File: config.mk
export PLATFORM = sky130hd
export DESIGN_NAME = icache_meta_array
export DESIGN_NICKNAME = d
export VERILOG_FILES = /design/src/rtl/icache_meta_array.sv
export SDC_FILE = /design/constraint.sdc
export NUM_CORES = 1
export LEC_CHECK = 0
export ABC_AREA = 1
export CAP_MARGIN = 25
export CORE_MARGIN = 5
export CORE_UTILIZATION = 33
export CTS_CLUSTER_SIZE = 40
export DETAILED_ROUTE_END_ITERATION = 8
export PLACE_DENSITY = 0.59
export SLEW_MARGIN = 25
export SYNTH_ARGS = -nofsm -noshare
export SYNTH_HDL_FRONTEND = slang
export SYNTH_SLANG_ARGS = --single-unit
File: constraint.sdc
create_clock -name clk -period 4.7 [get_ports clk]
set_clock_uncertainty 0.2 [all_clocks]
set_input_delay 1.175 -clock clk [delete_from_list [all_inputs] [get_ports clk]]
set_output_delay 1.175 -clock clk [all_outputs]
set_load 0.02 [all_outputs]
File: src/rtl/icache_meta_array.sv
// icache_meta_array: N-way tag/valid store with tree PLRU replacement and a sequenced flash invalidate.
module icache_meta_array #(
  parameter int s_index  = 3,
  parameter int num_ways = 4,
  parameter int s_way    = $clog2(num_ways),
  parameter int tagwidth = 23
) (
  input  logic                clk,
  input  logic                rst,
  input  logic [s_index-1:0]  index,
  input  logic [tagwidth-1:0] lookup_tag,
  output logic                hit,
  output logic [s_way-1:0]    hit_way,
  output logic [s_way-1:0]    victim_way,
  input  logic                touch,
  input  logic                fill,
  input  logic [s_way-1:0]    fill_way,
  input  logic [tagwidth-1:0] fill_tag,
  input  logic                inval_req,
  output logic                busy
);
  localparam int num_set = 2**s_index;
  localparam int np = num_ways - 1;
  typedef enum logic {IDLE, INVAL} state_t;
  state_t state;
  logic [s_index-1:0] ctr;
  logic [tagwidth-1:0] tags [num_set][num_ways];
  logic [num_ways-1:0] valid [num_set];
  logic [num_ways-2:0] plru [num_set];
  logic match;
  // Walk leaf-to-root; a left child (odd node number) makes its parent point right.
  function automatic logic [num_ways-2:0] access(input logic [num_ways-2:0] p, input logic [s_way-1:0] w);
    logic [s_way:0] c;
    logic [s_way-1:0] q;
    access = p;
    c = {1'b0, w} + (s_way+1)'(np);
    for (int i = 0; i < s_way; i++) begin
      q = c[s_way:1] - s_way'(!c[0]);
      access[q] = c[0];
      c = {1'b0, q};
    end
  endfunction
  function automatic logic [s_way-1:0] pick(input logic [num_ways-2:0] p);
    logic [s_way:0] n;
    n = '0;
    for (int i = 0; i < s_way; i++)
      n = {n[s_way-1:0], 1'b1} + (s_way+1)'(p[n[s_way-1:0]]);
    pick = s_way'(n - (s_way+1)'(np));
  endfunction
  assign busy = (state == INVAL);
  assign hit = match && !busy;
  assign victim_way = pick(plru[index]);
  always_comb begin
    match = 1'b0;
    hit_way = '0;
    for (int i = num_ways - 1; i >= 0; i--)
      if (valid[index][i] && tags[index][i] == lookup_tag) begin
        match = 1'b1;
        hit_way = s_way'(i);
      end
  end
  always_ff @(posedge clk)
    if (fill && !busy) tags[index][fill_way] <= fill_tag;
  always_ff @(posedge clk) begin
    if (rst) begin
      state <= IDLE;
      ctr <= '0;
      for (int s = 0; s < num_set; s++) begin
        valid[s] <= '0;
        plru[s] <= '0;
      end
    end else if (state == INVAL) begin
      valid[ctr] <= '0;
      plru[ctr] <= '0;
      ctr <= ctr + s_index'(1);
      state <= &ctr ? IDLE : INVAL;
    end else begin
      if (inval_req) begin
        state <= INVAL;
        ctr <= '0;
      end
      if (fill) begin
        valid[index][fill_way] <= 1'b1;
        plru[index] <= access(plru[index], fill_way);
      end else if (touch && hit) plru[index] <= access(plru[index], hit_way);
    end
  end
endmodule

==> out/qor.yml <==
synthesis:
  syn-instance-count: 3642
  yosys_warnings: 0
  synth_nets: 3708
  yosysSeqAreaShare_pct: 67.0
  ys_ff_latch: 796
  yosys_most_used_dff: "edfxtp_1"
  yosysUniqueCellTypes: 36
  async_reset_ff_share_pct: 0
  netlist_area_mm2: 0.0356
  synth_edf_count: 792
  avgSynthCellArea_um2: 9.78
setup_path:
  critPathRequiredTime_ns: 3.32
  cp.arrival_ns: 3.65
  path_buf_inv: 7
  path_cells: "buf_16 -> clkinv_16 -> buf_16 -> buf_12 -> buf_6 -> nand2_2 -> nand3_1 -> nand2_2 -> nor2_1 -> nand2_1 -> nand2_4 -> nor2_4 -> nand2_1 -> nor2_4 -> nand2_2 -> nor2_4 -> nor2_4 -> a21oi_2 -> buf_4 -> buf_6"
  crit_path_end_kind: "primary output"
  critPathTopFamily: "simple AND/OR/NAND/NOR gates"
  cp_max_fo: 8
  worstSetupStartpointType: "input pin"
  slowest_stage: "nor2_4"
  critPathKind: "in -> out"
  max_stage_delay_ns: 0.22
  critPathMostFrequentCell: "nor2_4"
floorplanning:
  io-pin-count: 62
  initial_core_util_pct: 33.2
  die_y_um: 339
  core_area_mm2: 0.107
  rows: 120
  die_x_um: 339
  dieArea_mm2: 0.115
clock_network:
  cts.path.max_buffers: 3
  path_clk_slew_ns: 0.06
  insertion_delay_ns: 0.66
  ctsHtreeMaxLevel: 3
  holdBufCountCts: 0
  cts.sinks: 796
  cts_tree: "yes"
  cts_made_buffers: 82
  cts-root-buf: "clkbuf_16"
global_route:
  grt_usage_pct: 19.3
  grt_pass1_wl_um: 167000
  antenna_found_initial: 5
  grt_pass1_vias: 25000
  overflow: 0
  grt_max_degree: 43
place:
  placed_cells: 5298
  place_hpwl_um: 71600
  place_congestion: 0.880
  numPortBuffers: 61
pwr:
  leakage_uw: 0.0190
  peakVddDrop_mv: 0.225
  total_power_uw: 15800
  p_per_area_mw_per_mm2: 350
sta:
  relSlewSlack_pct: 51.6
  rsz0062_at_grt: "yes"
  maxClockFrequency_mhz: 199
  setup_viol: 3
  tightest_slew_ns: 0.724
  period_share_pct: 107
  setup_ws_ns: -0.323
  report.final.hold_viol_count: 0
  period_minus_slack_ns: 5.02
  slew_viol_final: 0
drt:
  drt_iter0_markers: 2769
  dr_total_vias: 26600
  drc_errors: 0
  ant_nets: 0
  via_per_inst: 4.84
  wl_per_cell_um: 20.9
  routed_wl_um: 115000
  drt-pass1-iter-count: 6
finish:
  nNetsFinal: 4097
  stdcell_count: 5498
  fillers: 10100
  final_common_cell: "nand2_1"
  drive_gt1_share_pct: 17.6
  area_growth_pct: 26.8
  layout_common_cells: "nand2_1, edfxtp_1, inv_1, nor2_1, buf_4"
worst_hold_path:
  hold_path_class: "reg -> reg"
run:
  maxCapViolations: 0
status:
  status: "finished with violations"
  violations: "negative setup slack"
[cells in the mapped netlist, types with 2 or more instances]
cell          n  area, µm²
inv_2         3       11.3
a221oi_1      5       43.8
nor2_2        5       31.3
o2bb2ai_1     3       26.3
dfxtp_1       4       80.1
nor3_1        8       40.0
nand3b_1     19        143
a21oi_1      20        100
a32o_1        2       20.0
nand3_1     225       1130
a211oi_1      2       15.0
o21ai_1      66        330
buf_2        81        405
or2_2        18        113
xor2_1        9       78.8
nand2_1    1451       5450
o211ai_1     15        113
buf_6         3       33.8
clkinv_1      2       7.51
ha_1         10        125
edfxtp_1    792      23800
buf_1         5       18.8
inv_1       447       1680
clkbuf_1     29        109
nor2_1      339       1270
buf_4        23        173
o21ai_0      44        220
or2_1         4       25.0
[worst reg2reg max path: cells and delay by family (launching register included)]
family | cells | cell delay, ns
AO/OA/AOI/OAI | 1 | 0.19
adder cells (fa/ha/maj) | 2 | 0.51
buffers and inverters | 10 | 0.88
flip-flops | 1 | 0.38
AND/OR/NAND/NOR | 17 | 1.51
[cell type report]
type	instances	area, µm²	share of cell area (%)
antenna	2	5.00	0.0111
clock buffer	103	2130	4.72
clock inverter	43	432	0.956
inverter	452	1730	3.82
multi-input combinational	2253	10300	22.7
sequential	796	23900	52.8
tap	1403	1760	3.89
timing repair buffer	446	5000	11.1
[metal layers]
metal | global-route usage (%) | vias up | routed length, µm
li1 | - | 12500 | -
met1 | 26.6 | 12800 | 48600
met2 | 31.7 | 1113 | 53900
met3 | 3.04 | 174 | 8870
met4 | 5.78 | 4 | 3320
met5 | 0 | - | 26
[worst paths after layout]
path / startpoint / to / slack, ns / depth (start not counted)
max: index[0] / hit / -0.32 / 20
max reg2reg: tags[4][65] / plru[5][0] / 0.79 / 30
min: ctr[0] / ctr[0] / 0.37 / 2
min reg2reg: ctr[0] / ctr[0] / 0.37 / 2
[where the power goes]
group          leakage (µW)  internal, µW  total, µW  switching (µW)
clock               0.00124          3560       6350            2790
combinational        0.0106           587       1580             991
sequential          0.00724          7870       7880            16.0
[cells by family after synthesis]
| family | count (synthesis) | synth area share [%] |
|---|---|---|
| AND/OR/NAND/NOR | 2073 | 23.1 |
| flip-flops | 796 | 67.0 |
| buffers and inverters | 593 | 6.84 |
| AO/OA/AOI/OAI | 161 | 2.53 |
| adder cells (fa/ha/maj) | 10 | 0.351 |
| XOR/XNOR | 9 | 0.221 |
[registers in the layout, summed over array words and instances, names as in the netlist]
name and flops:
tags 736, busy 1, plru 24, valid 32
ctr 3
[what timing repair did]
action | CTS | global route
pin swaps | 54 | 41
endpoints found under the setup margin | 16 | 13
buffers inserted | 24 | 13
gates cloned | 14 | 5
resized for setup | 171 | 108
[through the flow]
stage | setup WS, ns | TNS [ns] | utilization (%) | area, µm² | hold slack, ns
3_3_place_gp | -1.45 | -38.22 | 38.2 | 41000 | 0.346
3_5_place_dp | -1.50 | -40.56 | 38.2 | 40900 | 0.344
5_1_grt | -0.429 | -1.49 | 42.1 | 45200 | 0.393
6_report | -0.323 | -0.814 | 42.1 | 45200 | 0.368
4_1_cts | -0.272 | -0.744 | 41.7 | 44700 | 0.374
2_1_floorplan | 0.212 | 0 | - | 35600 | 0.299
Note: power is estimated with default switching activity, not from simulation.
